**config.mk**
```make
export PLATFORM = sky130hd
export DESIGN_NAME = dispatch_sequencer
export DESIGN_NICKNAME = d
export VERILOG_FILES = /design/src/rtl/stripes_pkg.sv /design/src/rtl/bit_stream_counter.sv /design/src/rtl/dispatch_sequencer.sv
export SDC_FILE = /design/constraint.sdc
export NUM_CORES = 1
export LEC_CHECK = 0
export ABC_AREA = 1
export CAP_MARGIN = 15
export CORE_ASPECT_RATIO = 2
export CORE_MARGIN = 2
export CORE_UTILIZATION = 45
export CTS_BUF_LIST = sky130_fd_sc_hd__clkbuf_16
export CTS_CLUSTER_DIAMETER = 30
export DETAILED_ROUTE_END_ITERATION = 6
export HOLD_SLACK_MARGIN = 0.03
export PLACE_DENSITY = 0.75
export SLEW_MARGIN = 15
export SYNTH_ARGS = -nofsm -noshare
export SYNTH_HDL_FRONTEND = slang
export SYNTH_SLANG_ARGS = --single-unit
```
**constraint.sdc**
```tcl
create_clock -name clk -period 3.2 [get_ports clk]
set_input_delay 0.64 -clock clk [delete_from_list [all_inputs] [get_ports clk]]
set_output_delay 0.64 -clock clk [all_outputs]
set_load 0.005 [all_outputs]
```
**src/rtl/stripes_pkg.sv**
```systemverilog
// Purpose: shared types and defaults for the stripes dispatch/serial-compute blocks.
// Latency: n/a (types, constants and one pure function only).
// Backpressure: n/a.
package stripes_pkg;

    localparam int DEF_PARALLEL_WINDOWS = 16;
    localparam int DEF_SEL_BITS         = 4;
    localparam int DEF_AW               = 16;
    localparam int PREC_W               = 5;   // precision field width (values 1..16)
    localparam int BIT_IDX_W            = 4;   // bit position index width
    localparam int MAX_PREC             = 16;

    typedef enum logic [2:0] {
        ST_IDLE  = 3'd0,
        ST_FILL  = 3'd1,
        ST_RUN   = 3'd2,
        ST_DRAIN = 3'd3,
        ST_DONE  = 3'd4
    } seq_state_t;

    // MSB bit position for a precision; 0 (and anything out of range) means full 16 bits.
    function automatic logic [BIT_IDX_W-1:0] prec_msb(input logic [PREC_W-1:0] prec);
        if (prec == '0 || prec > PREC_W'(MAX_PREC)) begin
            return BIT_IDX_W'(MAX_PREC - 1);
        end
        return BIT_IDX_W'(prec - PREC_W'(1));
    endfunction

endpackage

```
**src/rtl/bit_stream_counter.sv**
```systemverilog
// Purpose: MSB-first bit position down-counter with stall; shared with the serial inner-product units.
// Latency: o_count valid the cycle after i_load; one position per unstalled cycle.
// Backpressure: i_stall freezes the count; o_valid is low while stalled.
// Ports: i_load/i_load_val start a stream at the given MSB; o_active while streaming;
//        o_valid = streaming and not stalled; o_last = o_valid at bit 0 (stream completes).
module bit_stream_counter
    import stripes_pkg::*;
(
    input  logic                 clk,
    input  logic                 rst,
    input  logic                 i_load,
    input  logic [BIT_IDX_W-1:0] i_load_val,
    input  logic                 i_stall,
    output logic [BIT_IDX_W-1:0] o_count,
    output logic                 o_active,
    output logic                 o_valid,
    output logic                 o_last
);

    logic [BIT_IDX_W-1:0] cnt_q, cnt_d;
    logic                 act_q, act_d;

    always_comb begin
        cnt_d = cnt_q;
        act_d = act_q;
        if (i_load) begin
            cnt_d = i_load_val;
            act_d = 1'b1;
        end else if (act_q && !i_stall) begin
            // Count stays at 0 after the last bit so the index output rests at 0.
            if (cnt_q == '0) begin
                act_d = 1'b0;
            end else begin
                cnt_d = cnt_q - BIT_IDX_W'(1);
            end
        end
    end

    always_ff @(posedge clk or posedge rst) begin
        if (rst) begin
            cnt_q <= '0;
            act_q <= 1'b0;
        end else begin
            cnt_q <= cnt_d;
            act_q <= act_d;
        end
    end

    assign o_count  = cnt_q;
    assign o_active = act_q;
    assign o_valid  = act_q && !i_stall;
    assign o_last   = act_q && !i_stall && (cnt_q == '0);

endmodule

```
**src/rtl/dispatch_sequencer.sv**
```systemverilog
// Purpose: sequences row loads into the double-buffered dispatcher and MSB-first bit streaming out of it.
// Latency: first request the cycle after start; per group max(2*PARALLEL_WINDOWS, P)+1 cycles at 1-cycle memory.
// Backpressure: i_stall freezes the bit stream only; loading continues, the swap waits for the stream.
// Ports: i_start/i_base_addr/i_num_groups/i_precision job setup; o_mem_req/o_mem_addr/i_mem_valid row reads;
//        o_enable/o_sel/o_read_buf dispatcher control; o_stream_valid/o_bit_idx stream; o_busy/o_done status.
module dispatch_sequencer
    import stripes_pkg::*;
#(
    parameter int PARALLEL_WINDOWS = DEF_PARALLEL_WINDOWS,
    parameter int SEL_BITS         = DEF_SEL_BITS,
    parameter int AW               = DEF_AW
) (
    input  logic                             clk,
    input  logic                             rst,
    input  logic                             i_start,
    input  logic [AW-1:0]                    i_base_addr,
    input  logic [AW-1:0]                    i_num_groups,
    input  logic [PREC_W-1:0]                i_precision,
    output logic                             o_mem_req,
    output logic [AW-1:0]                    o_mem_addr,
    input  logic                             i_mem_valid,
    output logic [PARALLEL_WINDOWS-1:0]      o_enable,
    output logic [SEL_BITS*PARALLEL_WINDOWS-1:0] o_sel,
    output logic                             o_read_buf,
    input  logic                             i_stall,
    output logic                             o_stream_valid,
    output logic [BIT_IDX_W-1:0]             o_bit_idx,
    output logic                             o_busy,
    output logic                             o_done
);

    localparam int WIN_W = (PARALLEL_WINDOWS > 1) ? $clog2(PARALLEL_WINDOWS) : 1;

    seq_state_t           state_q;
    logic [AW-1:0]        base_q;
    logic [AW-1:0]        num_grp_q;
    logic [AW-1:0]        grp_q;        // group currently being loaded
    logic [BIT_IDX_W-1:0] msb_q;
    logic [WIN_W-1:0]     win_q;        // window currently being loaded
    logic                 req_q;
    logic                 outst_q;      // one read in flight
    logic                 load_done_q;
    logic                 read_buf_q;

    logic                 resp_ok;
    logic                 swap;
    logic [AW-1:0]        grp_next;
    logic [BIT_IDX_W-1:0] bit_idx;
    logic                 cnt_active;
    logic                 cnt_valid;
    logic                 cnt_last;

    // Responses only count while a request is in flight; reset clears the in-flight
    // flag, so a response to a pre-reset request is dropped.
    assign resp_ok  = outst_q && i_mem_valid;
    // In FILL the counter is idle, so the swap waits on the load alone.
    assign swap     = (state_q == ST_FILL || state_q == ST_RUN) && load_done_q && !cnt_active;
    assign grp_next = grp_q + AW'(1);

    bit_stream_counter u_bit_cnt (
        .clk        (clk),
        .rst        (rst),
        .i_load     (swap),
        .i_load_val (msb_q),
        .i_stall    (i_stall),
        .o_count    (bit_idx),
        .o_active   (cnt_active),
        .o_valid    (cnt_valid),
        .o_last     (cnt_last)
    );

    always_ff @(posedge clk or posedge rst) begin
        if (rst) begin
            state_q     <= ST_IDLE;
            base_q      <= '0;
            num_grp_q   <= '0;
            grp_q       <= '0;
            msb_q       <= '0;
            win_q       <= '0;
            req_q       <= 1'b0;
            outst_q     <= 1'b0;
            load_done_q <= 1'b0;
            read_buf_q  <= 1'b1;
        end else begin
            req_q <= 1'b0;
            if (req_q) begin
                outst_q <= 1'b1;
            end
            if (resp_ok) begin
                outst_q <= 1'b0;
                if (win_q == WIN_W'(PARALLEL_WINDOWS - 1)) begin
                    win_q       <= '0;
                    load_done_q <= 1'b1;
                end else begin
                    win_q <= win_q + WIN_W'(1);
                    req_q <= 1'b1;
                end
            end

            unique case (state_q)
                ST_IDLE: begin
                    if (i_start) begin
                        base_q      <= i_base_addr;
                        num_grp_q   <= i_num_groups;
                        msb_q       <= prec_msb(i_precision);
                        grp_q       <= '0;
                        win_q       <= '0;
                        load_done_q <= 1'b0;
                        if (i_num_groups == '0) begin
                            state_q <= ST_DONE;
                        end else begin
                            state_q <= ST_FILL;
                            req_q   <= 1'b1;
                        end
                    end
                end
                ST_FILL, ST_RUN: begin
                    // The swap hands the just-loaded buffer to the stream and
                    // starts loading the next group into the other one.
                    if (swap) begin
                        read_buf_q  <= ~read_buf_q;
                        grp_q       <= grp_next;
                        load_done_q <= 1'b0;
                        if (grp_next < num_grp_q) begin
                            state_q <= ST_RUN;
                            req_q   <= 1'b1;
                        end else begin
                            state_q <= ST_DRAIN;
                        end
                    end
                end
                ST_DRAIN: begin
                    if (cnt_last) begin
                        state_q <= ST_DONE;
                    end
                end
                ST_DONE: begin
                    state_q <= ST_IDLE;
                end
                default: begin
                    state_q <= ST_IDLE;
                end
            endcase
        end
    end

    assign o_mem_req      = req_q;
    assign o_mem_addr     = base_q + grp_q * AW'(PARALLEL_WINDOWS) + AW'(win_q);
    assign o_enable       = resp_ok ? (PARALLEL_WINDOWS'(1) << win_q) : '0;
    assign o_read_buf     = read_buf_q;
    assign o_stream_valid = cnt_valid;
    assign o_bit_idx      = bit_idx;
    assign o_busy         = (state_q == ST_FILL) || (state_q == ST_RUN) || (state_q == ST_DRAIN);
    assign o_done         = (state_q == ST_DONE);

    // FILL is load-only, so fields carry their window index; once streaming
    // starts the dispatcher needs every field pointing at the current bit.
    always_comb begin
        o_sel = '0;
        for (int w = 0; w < PARALLEL_WINDOWS; w++) begin
            if (state_q == ST_FILL) begin
                o_sel[w*SEL_BITS +: SEL_BITS] = SEL_BITS'(w);
            end else if (state_q == ST_RUN || state_q == ST_DRAIN) begin
                o_sel[w*SEL_BITS +: SEL_BITS] = SEL_BITS'(bit_idx);
            end
        end
    end

endmodule

```
# Word-level counts from Yosys, hierarchy flattened
# Cells that the tools add are included.
# word_totals
inputBits	42
output_inout_bits	105
ramBits	0
word_cells	113
romBits	0
ff_bits	68
mem_count	0
latch_bits	0
# op_classes
n_mul	0
muxes	56
shifts	1
addsub	6
n_eq_ne	9
bitwise	1
n_reduce_logical	26
div_mod_pow	0
n_lt_le_gt_ge	2
# ops
op	n
2-to-1 mux 4 bit	26
2-to-1 mux 16 bit	3
case mux 16 bit (2 select lines)	1
2-to-1 mux 1 bit	19
adder 16 x 1 -> 16 bit (second input constant)	1
adder 16 bit	1
adder 16 x 4 -> 16 bit	1
zero test 16 bit	1
< comparator 16 bit	1
left shift 1 x 4 -> 16 bit (first input constant)	1
2-to-1 mux 3 bit	4
case mux 3 bit (3 select lines)	1
inequality test 2 bit (second input constant)	4
AND reduction 2 bit	4
nonzero test 2 bit	4
subtractor 4 x 1 -> 4 bit (second input constant)	2
== test 3 x 2 -> 1 bit (second input constant)	2
AND reduction 3 bit	2
> comparator 5 bit (second input constant)	1
logical AND 1 bit	5
zero test 5 bit	1
adder 4 x 1 -> 4 bit (second input constant)	1
== test 4 bit (second input constant)	1
zero test 4 bit	1
other kinds (8)	13

# Logic depth before layout (Yosys ltp)
# Gate-level depths: netlist (run 1).
# depth
depth_word	6
ltp_mapped	18
mapped_depth_nobuf	18

# Modules after synthesis
# From an unflattened synthesis (run 1), not the netlist that was laid out.
# unflattened
cells_unflattened	684
hier_area_um2	5101.1
# by_module_without_submodules
module	cells_each	n_inst	area_each_um2	seq_area_each_um2
dispatch_sequencer	643	1	4780.8	1577.8
bit_stream_counter	41	1	320.3	125.1

# Least setup slack after synthesis (run 1)
# No wires, ideal clock.
# synth_path
path_type	register to register
start	register grp_q[0]
end	register state_q[0]
arrival_ns	2.134
slack_ns	0.947
stages_incl_launch_ff	19
required_ns	3.081
synth_period_minus_slack_ns	2.253
setup_time_ns	0.119
cell_sequence	dfrtp_1 -> ha_1 -> nand2_1 -> inv_1 -> nand2_1 -> nor2_1 -> inv_1 -> nor2_1 -> or2_2 -> and2_1 -> ha_1 -> nand2_1 -> inv_1 -> nand2_1 -> inv_1 -> a21oi_1 -> nand2_1 -> nand2_1 -> nand2_1
# synth_between
elab_chain_len	5
# synth_rtl
item	line	source
start: declaration	dispatch_sequencer.sv:37	logic [AW-1:0] grp_q;
start signal: assignment	dispatch_sequencer.sv:122	grp_q <= grp_next;
adder 16 x 1 -> 16 bit	dispatch_sequencer.sv:58	assign grp_next = grp_q + AW'(1);
< comparator 16 bit	dispatch_sequencer.sv:124	if (grp_next < num_grp_q) begin
2-to-1 mux 1 bit	dispatch_sequencer.sv:124	
2-to-1 mux 3 bit	dispatch_sequencer.sv:120	if (swap) begin
case mux 3 bit (3 select lines)	dispatch_sequencer.sv:100	unique case (state_q)
end signal: assignment	dispatch_sequencer.sv:110	state_q <= ST_DONE;
end signal: assignment	dispatch_sequencer.sv:125	state_q <= ST_RUN;
end signal: assignment	dispatch_sequencer.sv:128	state_q <= ST_DRAIN;
end: declaration	dispatch_sequencer.sv:34	seq_state_t state_q;
# Every way passes these cells. The select of a mux whose other input is x is not followed.
# A chain may end at the register's enable or synchronous reset.

# Final worst setup path (run 1)
# layout_path
start	register win_q[0]
end	output port o_mem_addr[14]
# layout_between
elab_chain_len	1
# layout_rtl
item	line	source
start: declaration	dispatch_sequencer.sv:39	logic [WIN_W-1:0] win_q;
start signal: assignment	dispatch_sequencer.sv:95	win_q <= win_q + WIN_W'(1);
adder 16 x 4 -> 16 bit	dispatch_sequencer.sv:148	assign o_mem_addr = base_q + grp_q * AW'(PARALLEL_WINDOWS) + AW'(win_q);
end: declaration	dispatch_sequencer.sv:20	output logic [AW-1:0] o_mem_addr,
# Every way passes these cells.

==> results of run 1 <==
-- per-stage QoR --
step	setup WS, ps	hold WS [ps]
final	74.46	483.3
after global routing	-22.48	501.3
after CTS	34.11	486.4
after detailed placement	255.6	472.9
after global placement	298.2	468.0
after floorplan	850.1	450.2
-- cells in the mapped netlist (2+ instances only) --
| master | n |
|---|---|
| o21bai_1 | 2 |
| nor4_1 | 2 |
| buf_2 | 3 |
| inv_2 | 3 |
| o21ai_2 | 4 |
| a21oi_2 | 2 |
| nor2_2 | 2 |
| a21oi_1 | 30 |
| nand3_1 | 25 |
| nand4_1 | 10 |
| buf_6 | 6 |
| o221ai_1 | 3 |
| o22ai_1 | 7 |
| xor2_1 | 14 |
| and2_1 | 2 |
| o21ai_1 | 3 |
| nand3b_1 | 4 |
| o21ai_0 | 41 |
| buf_4 | 57 |
| xnor2_1 | 5 |
| nand2_1 | 193 |
| dfrtp_1 | 67 |
| inv_1 | 99 |
| o22ai_2 | 2 |
| nand2_2 | 2 |
| ha_1 | 39 |
| nor3_1 | 3 |
| nor2_1 | 64 |
| nor2_4 | 3 |
-- final cells by class --
cell class              instances  area share, %
multi-input cells             468          39.45
inverters                     104          5.840
clock inverters                 7         0.6323
flip-flops and latches         68          25.37
clock buffers                   9          3.348
repair buffers                153          22.73
well taps                     142          2.641
-- how the worst max path moves through the flow --
| stage | to | slack, ps |
|---|---|---|
| after global placement | o_mem_addr[14] | 300 |
| after floorplan | base_q[0] | 850 |
| after CTS | o_mem_addr[14] | 30 |
| after detailed placement | o_mem_addr[14] | 260 |
| after global routing | o_mem_addr[14] | -20 |
| final | o_mem_addr[14] | 70 |
-- worst register-to-register path: cells and delay by family, from the launching register on --
family          cells  cell delay (ps)
simple gates       10             1160
compound gates      1              180
flops               1              470
fa+ha+maj           2              510
buf+inv             4              230
-- power breakdown --
group	internal [mW]	switching, mW	total [mW]
clock	0.519	0.364	0.883
sequential	1.15	0.215	1.36
combinational	1.24	1.21	2.44
total	2.90	1.78	4.69
-- flip-flops by register name (all words and copies together) (netlist names) --
name                cells
base_q                 16
grp_q                  16
load_done_q             1
msb_q                   4
num_grp_q              16
o_mem_req               1
o_read_buf              1
outst_q                 1
state_q                 3
u_bit_cnt.o_active      1
u_bit_cnt.o_count       4
win_q                   4
-- what timing repair did --
| item | 4_1_cts | 5_1_grt |
|---|---|---|
| resized for setup | 0 | 24 |
| gates cloned | 0 | 0 |
| setup endpoints to repair | 3 | 15 |
| pin swaps | 1 | 4 |
| setup buffers | 2 | 3 |
-- logic make-up (layout without fill, tap and decap cells) --
| kind of cell | Yosys count | count (layout) | share of synthesized area, % |
|---|---|---|---|
| adder cells (fa/ha/maj) | 40 | 40 | 9.862 |
| flip-flops | 68 | 68 | 33.06 |
| XOR/XNOR | 19 | 19 | 3.231 |
| AO/OA/AOI/OAI | 96 | 96 | 10.66 |
| AND/OR/NAND/NOR | 313 | 313 | 25.58 |
| buffers and inverters | 171 | 273 | 17.61 |
-- layer usage --
metal / part of all wire, % / vias up / GRT usage, % / wire length [µm]
li1: - / 2371 / - / -
met1: 38 / 2289 / 24.35 / 5222
met4: 2.8 / 0 / 9.688 / 391
met3: 3.3 / 24 / 2.610 / 457
met5: 0 / - / 0 / 0
met2: 56 / 115 / 43.30 / 7695
==> results.toml, run 1 <==
[place]
io_buffers = 146
dp_cells = 930
dp_hpwl_mm = 10.79
dpl_cell_area_um2 = 6304
gp_congestion = 0.9205

[route]
drc = 0
ant_nets = 0
wire_per_inst_um = 14.48
drt_iter0_drc = 272
first_pass_iters = 5
avgViaCountPerCell = 5.046
finalWirelength_mm = 13.77
dr_total_vias = 4799

[outcome]
status = "finished, final reports clean"

[power]
p_per_area_nw_per_um2 = 697.0
power_mw = 4.689
ir_drop_mv = 0.4339
leakage_nw = 3.265

[layout]
multi_input_area_um2 = 2654
drive_above_1_share_pct = 7.787
antennaDiodeCount = 0
layout_common_cells = "nand2_1, clkdlybuf4s50_1, inv_1"
fin_cells = 951
fin_nets = 886
nFillCells = 1005
areaGrowthSynthToFinish_pct = 30.60
register_area_um2 = 1707
final_common_cell = "nand2_1"
postLayoutCoreUtil_pct = 59.98
design_area_um2 = 6728

[critical_path]
critPathArrivalTime_ps = 2490
cp-start-kind = "register"
cp.depth = 11
r2r_slack_ps = 580
startpoint = "win_q[0]"
path_common_cell = "nand2_1"
cp_cell_sequence = "ha_1 -> inv_1 -> fa_2 -> o21ai_4 -> nand2_1 -> nand2_2 -> nand3_1 -> nand2_1 -> nand2_1 -> nand2_1 -> clkdlybuf4s50_1"
crit_type = "reg2out"
crit_buf_inv = 2
crit_slowest_cell = "clkdlybuf4s50_1"
cp-end-kind = "output pin"
rr_endpoint = "o_mem_req"
r2r_start = "grp_q[0]"
worstPathMaxFanout = 3
cp.required_ps = 2560
timing.critical_path.slowest_cell_delay_ps = 500
rr_worst_depth = 17
cp_top_family = "adder cells"

[clock_network]
cts_tree = "yes"
clkLatencyLatePin_ps = 330
ctsHoldBuffers = 0
root_buffer = "clkbuf_16"
htree_num_levels = 3
clk_pin_slew_worst_paths_ps = 60
ctsLongestPathBuffers = 2
cts_buffers = 9
clock-sinks = 68

[sta]
rsz0062_at_grt = "true"
fin_crit_ps = 3126
finalSetupViolCount = 0
slew_headroom_pct = 46.61
clock_skew_ps = 4.027
fmax_mhz = 319.9
period_share_pct = 97.67
hold_violations = 0
tightest_slew_ps = 792.5
slew_violations = 0
fin_tns_setup_ps = 0

[logic_synthesis]
synth.area.top_cells = "dfrtp_1, nand2_1, ha_1"
yosys_warnings = 0
yosysSeqAreaShare_pct = 33.06
synth_cell_types = 39
synth_nets = 789
syn_area_um2 = 5151
synthCells = 707
synth_area_per_cell_um2 = 7.286
synth_async_sr_flop_share_pct = 100.0
synth_edf_count = 0
synth_top_cell_by_area = "dfrtp_1"
synth_ff_type = "dfrtp_1"
ys_ff_latch = 68
yosys.area.top_type_share_pct = 32.55

[grt]
grt_remaining_overflow = 0
grtUsageTotal_pct = 22.72
grt_pass1_wl_mm = 22.35
grt_pass1_vias = 4866
grt_max_degree = 50
antenna_found_initial = 0

[floorplan]
dieWidth_um = 79.66
start_util_pct = 45.92
io_pins = 147
dieArea_um2 = 12370
die_h_um = 155.3
core_area_um2 = 11220
rows = 55

[hold_path]
hp-class = "reg2reg"
holdCritStartpoint = "num_grp_q[3]"
hold_end = "num_grp_q[3]"
whs_path_depth = 2

[run]
drv_cap = 0
Power figures use the tool's default switching activity.
==> run 2: changes to the inputs <==
Clock period 3.2 ns to 3.9 ns, I/O delays scaled along.
==> results.toml, run 2 (synthesis results as in run 1) <==
[outcome]
status = "finished, final reports clean"

[clock_network]
ctsHoldBuffers = 0
htree_num_levels = 3
ctsResizeCount = 0
clk_pin_slew_worst_paths_ps = 50
clock-sinks = 68
cts_tree = "yes"
clkLatencyLatePin_ps = 340
cts_buffers = 9
cts_setup_buffers = 0
root_buffer = "clkbuf_16"
ctsLongestPathBuffers = 2

[grt]
grtUsageTotal_pct = 22.78
grt_pass1_wl_mm = 22.07
use_met1_pct = 23.60
grt_max_degree = 50
grt_pass1_vias = 4857
antenna_found_initial = 0
grt_use_met2_pct = 42.90
grt.busiest_layer = "met2"
use_met3_pct = 3.306
grt_remaining_overflow = 0

[power]
p_per_area_nw_per_um2 = 574.6
intPower_mw = 2.378
power_mw = 3.783
power_switching_mw = 1.404
ir_drop_mv = 0.3010
leakage_nw = 3.257
p_comb_share_pct = 50.0
pwr-share-clk_pct = 20.8
netSwitchingFraction_pct = 37.12
p_seq_share_pct = 29.3

[sta]
fmax_mhz = 290.5
whs_ps = 483.7
clock_skew_ps = 6.143
slew_headroom_pct = 44.86
slew_violations = 0
rsz0062_at_grt = "false"
tightest_slew_ps = 818.5
period_share_pct = 88.28
finalSetupViolCount = 0
fin_tns_setup_ps = 0
hold_violations = 0
fin_crit_ps = 3443

[critical_path]
cp_top_family = "adder cells"
cp-end-kind = "output pin"
cp.required_ps = 3120
critPathArrivalTime_ps = 2660
crit_type = "reg2out"
path_common_cell = "nand2_1"
worstPathMaxFanout = 5
timing.critical_path.slowest_cell_delay_ps = 490
cp_cell_sequence = "ha_1 -> inv_1 -> fa_1 -> o21ai_2 -> nand2_1 -> nand2_1 -> nand3_1 -> nand2_1 -> nand2_1 -> nand2_1 -> clkdlybuf4s50_1"
cp-start-kind = "register"
crit_buf_inv = 2
crit_slowest_cell = "clkdlybuf4s50_1"

[place]
dp_cells = 931
dp_hpwl_mm = 10.88
io_buffers = 146
gp_congestion = 0.9449

[route]
ant_nets = 0
wire_per_inst_um = 14.33
drc = 0
finalWirelength_mm = 13.57
avgViaCountPerCell = 5.022
drt_iter0_drc = 287
dr_total_vias = 4756
first_pass_iters = 4

[layout]
fin_nets = 882
reg_top3 = "base_q (16), grp_q (16), num_grp_q (16)"
postLayoutCoreUtil_pct = 58.68
layout_common_cells = "nand2_1, clkdlybuf4s50_1, inv_1"
drive_above_1_share_pct = 4.969
final_common_cell = "nand2_1"
fin_cells = 947
areaGrowthSynthToFinish_pct = 27.79
antennaDiodeCount = 0

[floorplan]
io_pins = 147
rows = 55
core_area_um2 = 11220
dieArea_um2 = 12370
dieWidth_um = 79.66
die_h_um = 155.3
start_util_pct = 45.92

[hold_path]
hp-class = "reg2reg"

[run]
drv_cap = 0
## run 2: final timing paths
check | startpoint | to | slack [ps] | depth (start not counted)
max | win_q[0] | o_mem_addr[14] | 460 | 11
min | num_grp_q[3] | num_grp_q[3] | 480 | 2
max reg2reg | grp_q[0] | o_mem_req | 1220 | 17
min reg2reg | num_grp_q[3] | num_grp_q[3] | 480 | 2
max in group asynchronous | rst | o_read_buf | 2320 | 3
min in group asynchronous | rst | u_bit_cnt.o_count[1] | 820 | 2
## run 2: tightest hold or removal path, stage by stage (launching register included)
cell and delay [ps]:
dfrtp_1 340, nand2_1 50, o21ai_0 60
## run 2: metrics by stage
step           area (µm²)  worst slack [ps]
6_report             6583             457.2
5_1_grt              6583             193.1
4_1_cts              6583             447.7
3_5_place_dp         6299             793.0
3_3_place_gp         6299             855.4
2_1_floorplan        5151              1410
## run 2: layout make-up
cell class	instances	area, µm²
timing repair buffer	149	1484
clock buffer	9	225.2
clock inverter	7	58.81
inverter	104	392.9
multi-input combinational	468	2541
sequential	68	1703
tap	142	177.7
fill	1079	4634
## run 2: routing by layer
layer | vias up | routed length (µm)
li1 | 2363 | -
met1 | 2245 | 4956
met2 | 115 | 7593
met3 | 33 | 515
met4 | 0 | 502
met5 | - | 0
## run 2: power by group through the flow
stage | combinational, mW | clock, mW | sequential (mW)
6_report | 1.89 | 0.785 | 1.11
5_1_grt | 2.11 | 0.823 | 1.14
4_1_cts | 1.92 | 0.802 | 1.10
3_5_place_dp | 1.91 | 0 | 1.11
3_3_place_gp | 1.86 | 0 | 1.10
2_1_floorplan | 1.21 | 0 | 1.06
